`src/rtl/uart_pkg.sv`:
```
// Shared types and defaults for the UART receive path.
// The parity helper returns the parity bit a transmitter should send.
package uart_pkg;

    localparam int unsigned DATA_WIDTH    = 8;
    localparam int unsigned DIVIDER_WIDTH = 32;

    typedef enum logic [2:0] {
        IDLE,
        START,
        DATA,
        PARITY,
        STOP,
        WAIT
    } uart_state_e;

    // Odd takes priority if both modes are requested; no parity yields 0.
    function automatic logic parity(input logic [DATA_WIDTH-1:0] data,
                                    input logic                  odd,
                                    input logic                  even);
        logic p;
        p = 1'b0;
        if (odd) begin
            p = ~(^data);
        end else if (even) begin
            p = ^data;
        end
        return p;
    endfunction

endpackage

```
`src/rtl/sync_2ff.sv`:
```
// Two-flop synchronizer for the idle-high serial line.
// Both flops reset (and soft-clear) to 1 so reset never looks like a start bit.
module sync_2ff (
    input  logic clk_i,
    input  logic arstn_i,
    input  logic clr_i,
    input  logic d_i,
    output logic q_o
);

    logic [1:0] sync_q;
    logic [1:0] sync_d;

    always_comb begin
        sync_d = {sync_q[0], d_i};
        if (clr_i) begin
            sync_d = 2'b11;
        end
    end

    always_ff @(posedge clk_i or negedge arstn_i) begin
        if (!arstn_i) begin
            sync_q <= 2'b11;
        end else begin
            sync_q <= sync_d;
        end
    end

    assign q_o = sync_q[1];

endmodule

```
`src/rtl/axis_uart_rx.sv`:
```
// UART receiver with an AXI-Stream master output and a 1-deep holding register.
// Divider and parity mode are latched per frame at the start-bit falling edge.
module axis_uart_rx
    import uart_pkg::*;
#(
    parameter int unsigned DATA_WIDTH    = uart_pkg::DATA_WIDTH,
    parameter int unsigned DIVIDER_WIDTH = uart_pkg::DIVIDER_WIDTH
) (
    input  logic                     clk_i,
    input  logic                     arstn_i,
    input  logic                     rx_reset_i,
    input  logic [DIVIDER_WIDTH-1:0] clk_divider_i,
    input  logic                     parity_odd_i,
    input  logic                     parity_even_i,
    input  logic                     uart_rx_i,
    output logic [DATA_WIDTH-1:0]    m_axis_tdata,
    output logic                     m_axis_tvalid,
    input  logic                     m_axis_tready,
    output logic                     m_axis_tuser,
    output logic                     parity_err_o,
    output logic                     frame_err_o,
    output logic                     overrun_o
);

    localparam int unsigned BitCntW = $clog2(DATA_WIDTH + 1);
    localparam logic [DIVIDER_WIDTH-1:0] MinDiv = DIVIDER_WIDTH'(4);
    localparam logic [DIVIDER_WIDTH-1:0] One    = DIVIDER_WIDTH'(1);

    logic rx_s;

    sync_2ff u_sync (
        .clk_i  (clk_i),
        .arstn_i(arstn_i),
        .clr_i  (rx_reset_i),
        .d_i    (uart_rx_i),
        .q_o    (rx_s)
    );

    uart_state_e state_q, state_d;

    logic                     rx_prev_q, rx_prev_d;
    logic [DIVIDER_WIDTH-1:0] div_q, div_d;
    logic                     odd_q, odd_d;
    logic                     even_q, even_d;
    logic [DIVIDER_WIDTH-1:0] cnt_q, cnt_d;
    logic [BitCntW-1:0]       bit_cnt_q, bit_cnt_d;
    logic [DATA_WIDTH-1:0]    shift_q, shift_d;
    logic                     perr_q, perr_d;
    logic [DATA_WIDTH-1:0]    tdata_q, tdata_d;
    logic                     tvalid_q, tvalid_d;
    logic                     tuser_q, tuser_d;
    logic                     perr_pulse_q, perr_pulse_d;
    logic                     ferr_q, ferr_d;
    logic                     ovr_q, ovr_d;

    logic [DIVIDER_WIDTH-1:0] half_div;
    logic                     tick;
    logic                     rx_fall;
    logic                     last_bit;
    logic                     byte_done;
    logic                     frame_bad;
    logic                     load;

    // FSM: state register
    always_ff @(posedge clk_i or negedge arstn_i) begin
        if (!arstn_i) begin
            state_q <= IDLE;
        end else begin
            state_q <= state_d;
        end
    end

    // FSM: next state
    always_comb begin
        state_d = state_q;
        unique case (state_q)
            IDLE:    if (rx_fall) state_d = START;
            START:   if (tick) state_d = rx_s ? IDLE : DATA;
            DATA:    if (tick && last_bit) state_d = (odd_q || even_q) ? PARITY : STOP;
            PARITY:  if (tick) state_d = STOP;
            STOP:    if (tick) state_d = IDLE;
            default: state_d = IDLE;
        endcase
        if (rx_reset_i) begin
            state_d = IDLE;
        end
    end

    // FSM: decoded strobes; START waits half a bit, every later state a full bit
    always_comb begin
        half_div  = div_q >> 1;
        tick      = (state_q == START) ? (cnt_q == half_div - One) : (cnt_q == div_q - One);
        rx_fall   = rx_prev_q & ~rx_s;
        last_bit  = (bit_cnt_q == BitCntW'(DATA_WIDTH - 1));
        byte_done = (state_q == STOP) && tick && rx_s;
        frame_bad = (state_q == STOP) && tick && !rx_s;
        load      = byte_done && (!tvalid_q || m_axis_tready);
    end

    always_comb begin
        rx_prev_d    = rx_s;
        div_d        = div_q;
        odd_d        = odd_q;
        even_d       = even_q;
        cnt_d        = (state_q == IDLE || tick) ? '0 : cnt_q + One;
        bit_cnt_d    = bit_cnt_q;
        shift_d      = shift_q;
        perr_d       = perr_q;
        tdata_d      = tdata_q;
        tvalid_d     = tvalid_q;
        tuser_d      = tuser_q;
        perr_pulse_d = load && perr_q;
        ferr_d       = frame_bad;
        ovr_d        = byte_done && tvalid_q && !m_axis_tready;

        if (state_q == IDLE && rx_fall) begin
            div_d     = (clk_divider_i < MinDiv) ? MinDiv : clk_divider_i;
            odd_d     = parity_odd_i;
            even_d    = parity_even_i;
            bit_cnt_d = '0;
            perr_d    = 1'b0;
        end

        if (state_q == DATA && tick) begin
            shift_d   = {rx_s, shift_q[DATA_WIDTH-1:1]};
            bit_cnt_d = bit_cnt_q + BitCntW'(1);
        end

        if (state_q == PARITY && tick) begin
            perr_d = (rx_s != parity(shift_q, odd_q, even_q));
        end

        if (load) begin
            tvalid_d = 1'b1;
            tdata_d  = shift_q;
            tuser_d  = perr_q;
        end else if (tvalid_q && m_axis_tready) begin
            tvalid_d = 1'b0;
        end

        if (rx_reset_i) begin
            rx_prev_d    = 1'b1;
            div_d        = '0;
            odd_d        = 1'b0;
            even_d       = 1'b0;
            cnt_d        = '0;
            bit_cnt_d    = '0;
            shift_d      = '0;
            perr_d       = 1'b0;
            tdata_d      = '0;
            tvalid_d     = 1'b0;
            tuser_d      = 1'b0;
            perr_pulse_d = 1'b0;
            ferr_d       = 1'b0;
            ovr_d        = 1'b0;
        end
    end

    always_ff @(posedge clk_i or negedge arstn_i) begin
        if (!arstn_i) begin
            rx_prev_q    <= 1'b1;
            div_q        <= '0;
            odd_q        <= 1'b0;
            even_q       <= 1'b0;
            cnt_q        <= '0;
            bit_cnt_q    <= '0;
            shift_q      <= '0;
            perr_q       <= 1'b0;
            tdata_q      <= '0;
            tvalid_q     <= 1'b0;
            tuser_q      <= 1'b0;
            perr_pulse_q <= 1'b0;
            ferr_q       <= 1'b0;
            ovr_q        <= 1'b0;
        end else begin
            rx_prev_q    <= rx_prev_d;
            div_q        <= div_d;
            odd_q        <= odd_d;
            even_q       <= even_d;
            cnt_q        <= cnt_d;
            bit_cnt_q    <= bit_cnt_d;
            shift_q      <= shift_d;
            perr_q       <= perr_d;
            tdata_q      <= tdata_d;
            tvalid_q     <= tvalid_d;
            tuser_q      <= tuser_d;
            perr_pulse_q <= perr_pulse_d;
            ferr_q       <= ferr_d;
            ovr_q        <= ovr_d;
        end
    end

    assign m_axis_tdata  = tdata_q;
    assign m_axis_tvalid = tvalid_q;
    assign m_axis_tuser  = tuser_q;
    assign parity_err_o  = perr_pulse_q;
    assign frame_err_o   = ferr_q;
    assign overrun_o     = ovr_q;

endmodule

```
`config.mk`:
```
export PLATFORM = sky130hd
export DESIGN_NAME = axis_uart_rx
export DESIGN_NICKNAME = d
export VERILOG_FILES = /design/src/rtl/uart_pkg.sv /design/src/rtl/sync_2ff.sv /design/src/rtl/axis_uart_rx.sv
export SDC_FILE = /design/constraint.sdc
export NUM_CORES = 1
export LEC_CHECK = 0
export BUFFER_PORTS_ARGS = -buffer_cell sky130_fd_sc_hd__buf_4
export CORE_MARGIN = 2
export CORE_UTILIZATION = 44
export CTS_BUF_LIST = sky130_fd_sc_hd__clkbuf_2 sky130_fd_sc_hd__clkbuf_4 sky130_fd_sc_hd__clkbuf_8
export CTS_CLUSTER_DIAMETER = 50
export DETAILED_ROUTE_END_ITERATION = 10
export MAX_ROUTING_LAYER = met4
export PLACE_DENSITY = 0.62
export SLEW_MARGIN = 20
export SYNTH_ARGS = -nofsm -noshare
export SYNTH_HDL_FRONTEND = slang
export SYNTH_SLANG_ARGS = --single-unit
```
`constraint.sdc`:
```
create_clock -name clk_i -period 10.7 [get_ports clk_i]
set_clock_uncertainty 0.2 [all_clocks]
set_input_delay 2.675 -clock clk_i [delete_from_list [all_inputs] [get_ports clk_i]]
set_output_delay 2.675 -clock clk_i [all_outputs]
set_load 0.05 [all_outputs]
```
# Word level (Yosys, flattened, before mapping)
# Cells that the tools add are included.
# Widths: inputs -> output; s select.
[totals]
word_cells = 106
ram_bits = 0
latch_bits = 0
register_bits = 98
inputBits = 39
output_inout_bits = 13
mem_bits_ro = 0
memories = 0
[classes]
order_cmp = 1
muxes = 42
n_div = 0
n_addsub = 4
n_mul = 0
bitwise = 3
n_reduce_logical = 27
n_eq_ne = 13
shifts = 0
[op_table]
columns = ["cell", "n"]
rows = [
  ["$mux 32", 5],
  ["$eq 32x32->1", 2],
  ["$add 32x1->32 const B", 1],
  ["$lt 32x3->1 const B", 1],
  ["$mux 8", 4],
  ["$sub 31x1->32 const B", 1],
  ["$sub 32x1->32 const B", 1],
  ["$mux 3", 7],
  ["$mux 1", 20],
  ["$ne 3x3->1 const B", 5],
  ["$pmux 3 s5", 1],
  ["$logic_and 1x1->1", 12],
  ["$mux 4", 3],
  ["$reduce_bool 3->1", 3],
  ["$reduce_xor 8->1", 1],
  ["$eq 3x2->1 const B", 2],
  ["$reduce_bool 2->1", 3],
  ["$reduce_and 5->1", 1],
  ["$add 4x1->4 const B", 1],
  ["$eq 4x3->1 const B", 1],
  ["$mux 2", 2],
  ["$eq 3x1->1 const B", 1],
  ["$eq 3x3->1 const B", 1],
  ["$logic_not 1->1", 3],
  ["5 further kinds", 8],
]

# Depth between registers and ports, before layout
[logic_depth]
ltp_word = 8
depth_mapped = 18
depth_no_buf = 14

# Cells and area by module
# A second synthesis with hierarchy kept.
[hier_totals]
cells_unflattened = 711
area_unflattened_um2 = 6806.5
[by_module_without_submodules]
columns = ["module", "n_inst", "area_each_um2", "cells_per_inst", "seq_area_each_um2"]
rows = [
  ["axis_uart_rx", 1, 6741.5, 707, 2403.6],
  ["sync_2ff", 1, 65.1, 4, 52.6],
]

# Least setup slack after synthesis
# OpenSTA, ideal clock, no wires.
[synth_path]
path_type = "reg2reg"
startpoint = "reg state_q[1]"
endpoint = "reg shift_q[1]"
stages_incl_launch_ff = 19
n_path_buf = 5
period_less_slack_ns = 4.998
setup_ns = 0.132
slack_ns = 5.702
arrival_time_ns = 4.666
required_time_ns = 10.368
path_cell_list = "dfrtp_1 -> buf_2 -> nor3b_1 -> buf_2 -> buf_2 -> buf_2 -> mux2i_1 -> ha_1 -> or4b_2 -> a21oi_2 -> nand4_2 -> a2111oi_4 -> xnor2_1 -> nor4b_2 -> nand4_2 -> nor3_4 -> buf_6 -> mux2i_1 -> nor2_1"
[synth_between]
elab_chain_len = 4
word_cells_on_any_way = 5
cone_classes = "eq/ne: 2; mux: 1; reduce/logical: 2"
[synth_lines]
columns = ["element", "line_no", "text"]
rows = [
  ["start, declared", "axis_uart_rx.sv:39", "uart_state_e state_q, state_d;"],
  ["start signal, assigned", "axis_uart_rx.sv:69", "state_q <= state_d;"],
  ["$eq 3x1->1", "axis_uart_rx.sv:92", "tick = (state_q == START) ? (cnt_q == half_div - One) : (cnt_q == div_q - One);"],
  ["$mux 1", "axis_uart_rx.sv:92", ""],
  ["$logic_and 1x1->1 *", "axis_uart_rx.sv:124", "if (state_q == DATA && tick) begin"],
  ["$reduce_bool 2->1 (no source line) *", "-", ""],
  ["end signal, assigned", "axis_uart_rx.sv:182", "shift_q <= shift_d;"],
  ["end, declared", "axis_uart_rx.sv:47", "logic [DATA_WIDTH-1:0] shift_q, shift_d;"],
]
# Every way passes the cells marked *; elsewhere a longest branch is shown, timed or not.
# A chain may end at the register's enable or synchronous reset.

# Final worst setup path
[layout_path]
startpoint = "reg state_q[2]"
endpoint = "reg cnt_q[14]"
[layout_between]
elab_chain_len = 5
word_cells_on_any_way = 6
cone_classes = "eq/ne: 1; mux: 3; reduce/logical: 2"
[layout_lines]
columns = ["element", "line_no", "text"]
rows = [
  ["$eq 3x1->1", "axis_uart_rx.sv:92", ""],
  ["$mux 1", "axis_uart_rx.sv:92", ""],
  ["$logic_or 1x1->1 *", "axis_uart_rx.sv:105", "cnt_d = (state_q == IDLE || tick) ? '0 : cnt_q + One;"],
  ["$mux 32 *", "axis_uart_rx.sv:105", ""],
  ["$mux 32 *", "axis_uart_rx.sv:141", "if (rx_reset_i) begin"],
  ["named net cnt_d[14]", "axis_uart_rx.sv:45", "logic [DIVIDER_WIDTH-1:0] cnt_q, cnt_d;"],
  ["end signal, assigned", "axis_uart_rx.sv:180", "cnt_q <= cnt_d;"],
  ["end, declared", "axis_uart_rx.sv:45", ""],
]
# The timed path passes the listed nets; every way through them passes the cells marked *.

==> reports/results.txt <==
Of the total synthesized cell area, the portion taken by AND, OR, NAND and NOR gates is 22.38%. STA puts the critical path data arrival time at 5990 ps. The run gives 0 as the number of buffers inserted to repair setup after CTS. The maximum ir drop on the vdd rail was 0.07716 mV; the area share of the largest cell type after synthesis was 38.84%.

In the routed layout, each cell is associated on average with a via count of 5.783. The clock transition at the registers of the reported paths is 100 ps. The logs give 43 for the number of cell rows and 44.61% for the starting utilization of the core area. The routed via count was 5014; the insertion delay of the later-clocked pin in the worst-skew pair was 390 ps.

The worst register-to-register path has a depth of 14. The HPWL after detailed placement is 12370 um. After Yosys synthesis, full adders, half adders and majority gates account for 0.6132% of the synthesized area. The die is 121.9 um tall. The worst register-to-register path ends at cnt_q[14]. For this run, the top clock speed supported by timing is 167.9 MHz. TritonCTS created 9 clock buffers. The worst hold path cell count came out at 1. Adding up every negative setup slack in the final design gives 0 ps. The logs give 851 for the cell count after placement and 69 for the post-synthesis cell type count. The final weighted congestion of routability-driven global placement is 0.9106, and the horizontal extent of the die is 121.9 um. After synthesis, the cell types taking the most area are sky130_fd_sc_hd__dfrtp_1 39%, sky130_fd_sc_hd__xnor2_1 7.6%, sky130_fd_sc_hd__mux2i_1 6.9%, sky130_fd_sc_hd__xor2_1 5.2%, sky130_fd_sc_hd__nor2_1 4.8%. The region available for standard cell placement spans 13720 um2. The worst setup path is launched from a flip-flop.

The largest total area in the synthesized netlist belongs to sky130_fd_sc_hd__dfrtp_1. Summing the areas of all xor and xnor instances in the mapped netlist gives 12.74% of the synthesized area. The run gives 24.23% as the all-layer global routing usage. Port buffering added 51 buffers.

Sequential elements use 40.13% of the synthesized area. After synthesis, the largest family of logic cells by area is simple AND/OR/NAND/NOR gates. The tools report the post-synthesis net count as 695. The number of antenna diodes in the final layout is 0. The transition time at the pin with the least slew margin works out to 1013 ps. The post-synthesis average cell area is 9.373 um2. In this run the worst hold path is classified as reg -> reg. The initial antenna violation count was 0. The logs give 653 for the instance count of the mapped netlist and 867 for the final standard cell count with taps included and fillers excluded. The net count reported at finish came out at 724. Along the worst path, the maximum fanout reaches 56. The number of failing setup endpoints in the final timing report came out at 0.

The count of nets left with antenna violations once routing finished came out at 0. The worst pin sits at a relative slew slack of 32.29%. Power spread over the standard cell area amounts to 120.7 nW/um2. The logs give 0 for the number of remaining DRC errors and 4740 ps for the setup slack of the most critical reg-to-reg path. Buffer type at the clock tree root: sky130_fd_sc_hd__clkbuf_8. The max-capacitance violation count was 0.

Summing every instance area after synthesis gives 6121 um2. The startpoint identified for the worst hold timing path is bit_cnt_q[0]. Sorting the synthesized cells by how often they occur yields 95 x sky130_fd_sc_hd__dfrtp_1, 78 x sky130_fd_sc_hd__nor2_1, 62 x sky130_fd_sc_hd__nand2_1. TritonCTS built the clock tree.

The tools report the number of hold-repair buffers added at the cts stage as 0. In this run the deepest clock path goes through 2 buffers. The worst register-to-register path begins at state_q[2]. Yosys printed 0 warnings. The fraction of layout instances using a drive strength above 1 came out at 14.41%.

After layout, the worst path uses 55.66% of the clock period. In the synthesized netlist, mux cells make up 6.868% of the area. The global-route wire length before repair is 26580 um, and the final critical-path setup slack is 4745 ps.

The dominant cell by count in the synthesized netlist was sky130_fd_sc_hd__dfrtp_1. The logs give 327.5 ps for the worst hold slack and 57 for the maximum number of pins on one net before global-route repair. Setup repair after global routing left no endpoint under its margin. The wire length after detailed routing is 16610 um, and the deepest level of the CTS H-tree is 3. CTS saw 98 sinks.

The logs give 0 for the number of pins exceeding their max-slew limit in the final report and 6817 um2 for the final non-filler cell area. Category of the critical setup timing path: reg -> reg. Global routing finished with a remaining overflow of 0. For the area of placed instances, the log shows 6620 um2.

Number of enable-type register cells in the synthesized netlist: 0. The run gives 372 as the number of violations reported at the end of detailed-routing iteration 0. Summing the areas of all compound-gate instances in the mapped netlist gives 13.70% of the synthesized area. Timing analysis after detailed placement gives a worst setup slack of 4745 ps. Summed over all cells, the static leakage comes to 2.819 nW. The via count of the first global-routing pass came out at 4839.

Among all flip-flop cells after synthesis, the most frequent one is sky130_fd_sc_hd__dfrtp_1. The flow ran to the end, and the final reports show no timing, DRC or antenna violations. The path with the worst hold slack has its endpoint at bit_cnt_q[0].

In this run the count of I/O pins placed on the die edge is 52. The minimum period implied by the final worst setup slack was 5955 ps. For the number of detailed-route iterations in the first pass, the log shows 4.

The number of synthesized register bits works out to 98. From synthesis to final layout, the design area changed by 11.37%. In the final routed layout, each cell accounts on average for 19.15 um. The run gives 14870 um2 as the area enclosed by the die boundary. The proportion of register bits with asynchronous set or reset after synthesis was 100.0%; the data required time of the critical path was 10740 ps.

The count of final hold-check violations came out at 0. The worst setup path is captured at a flip-flop. Gates resized during post-CTS repair numbered 0.
sequential cells by signal (all words and copies together) (netlist names):
name and flops:
perr_q 1, m_axis_tdata 8, parity_err_o 1, m_axis_tvalid 1
u_sync.sync_q 2, shift_q 8, even_q 1, rx_prev_q 1
frame_err_o 1, odd_q 1, div_q 32, cnt_q 32
state_q 3, m_axis_tuser 1, bit_cnt_q 4, overrun_o 1
logic make-up after synthesis:
kind of cell	count (synthesis)
DFF	98
and+or+nand+nor	267
buffers and inverters	48
xor gates and xnor gates	89
adders and majority gates	3
muxes	42
AOI/OAI and AO/OA	106
metal layers:
layer / track usage (%) / vias to the layer above / routed length (um)
met5: - / - / 0
met4: 7.328 / 0 / 305
met3: 5.571 / 20 / 944
met2: 36.03 / 127 / 7664
met1: 33.04 / 2471 / 7693
li1: - / 2396 / -
worst max-delay path: stages (launching register included):
cell	delay [ps]
sky130_fd_sc_hd__dfrtp_1	530
sky130_fd_sc_hd__nor3b_2	250
sky130_fd_sc_hd__buf_4	580
sky130_fd_sc_hd__mux2i_1	380
sky130_fd_sc_hd__ha_1	320
sky130_fd_sc_hd__or4b_2	690
sky130_fd_sc_hd__a21oi_2	320
sky130_fd_sc_hd__nand4_1	190
sky130_fd_sc_hd__or3b_1	380
sky130_fd_sc_hd__nand3_1	100
sky130_fd_sc_hd__xnor2_1	90
sky130_fd_sc_hd__a2111o_1	460
sky130_fd_sc_hd__or2_1	350
sky130_fd_sc_hd__nand2_1	780
sky130_fd_sc_hd__nor2_1	140
layout by cell type (no fill, tap or decap), drive strengths merged, types with 4 or more instances in the layout:
master and n:
a2111oi 7, a211oi 7, a21oi 18, a22o 28, a31oi 8, and2 4
and3 10, buf 57, clkbuf 11, dfrtp 95, inv 11, mux2i 42
nand2 62, nand3 27, nand3b 4, nand4 16, nor2 78, nor3 15
nor3b 5, nor4 16, o21ai 13, o31ai 4, or2 4, or3 6
xnor2 53, xor2 36
worst max-delay path by stage:
stage | depth (start not counted) | startpoint | endpoint | slack [ps]
4_1_cts | 14 | state_q[2] | cnt_q[14] | 4720
3_5_place_dp | 14 | state_q[2] | cnt_q[4] | 4750
5_1_grt | 14 | state_q[2] | cnt_q[14] | 4240
6_report | 14 | state_q[2] | cnt_q[14] | 4740
2_1_floorplan | 18 | state_q[1] | shift_q[1] | 5700
3_3_place_gp | 14 | state_q[2] | cnt_q[20] | 5010
layout make-up:
type	instances	area (um2)
fill	1318	6903
multi-input combinational	507	3477
sequential	98	2456
timing repair buffer	57	427.9
tap	180	225.2
clock buffer	11	151.4
clock inverter	5	45.04
inverter	9	33.78
power by group:
part           total [mW]  internal [mW]  switching [mW]  leakage (nW)
Sequential          0.410          0.382          0.0279          1.32
Combinational       0.172         0.0728          0.0990          1.40
Clock               0.241          0.101           0.140        0.0981
Total               0.823          0.556           0.267          2.82
metrics by stage:
step / power, mW / util, %
3_5_place_dp: 0.5870 / 48.25
2_1_floorplan: 0.5302 / -
3_3_place_gp: 0.5848 / 48.21
6_report: 0.8226 / 49.69
5_1_grt: 0.8622 / 49.69
4_1_cts: 0.8303 / 49.69
Note: power is estimated with default switching activity, not from simulation.
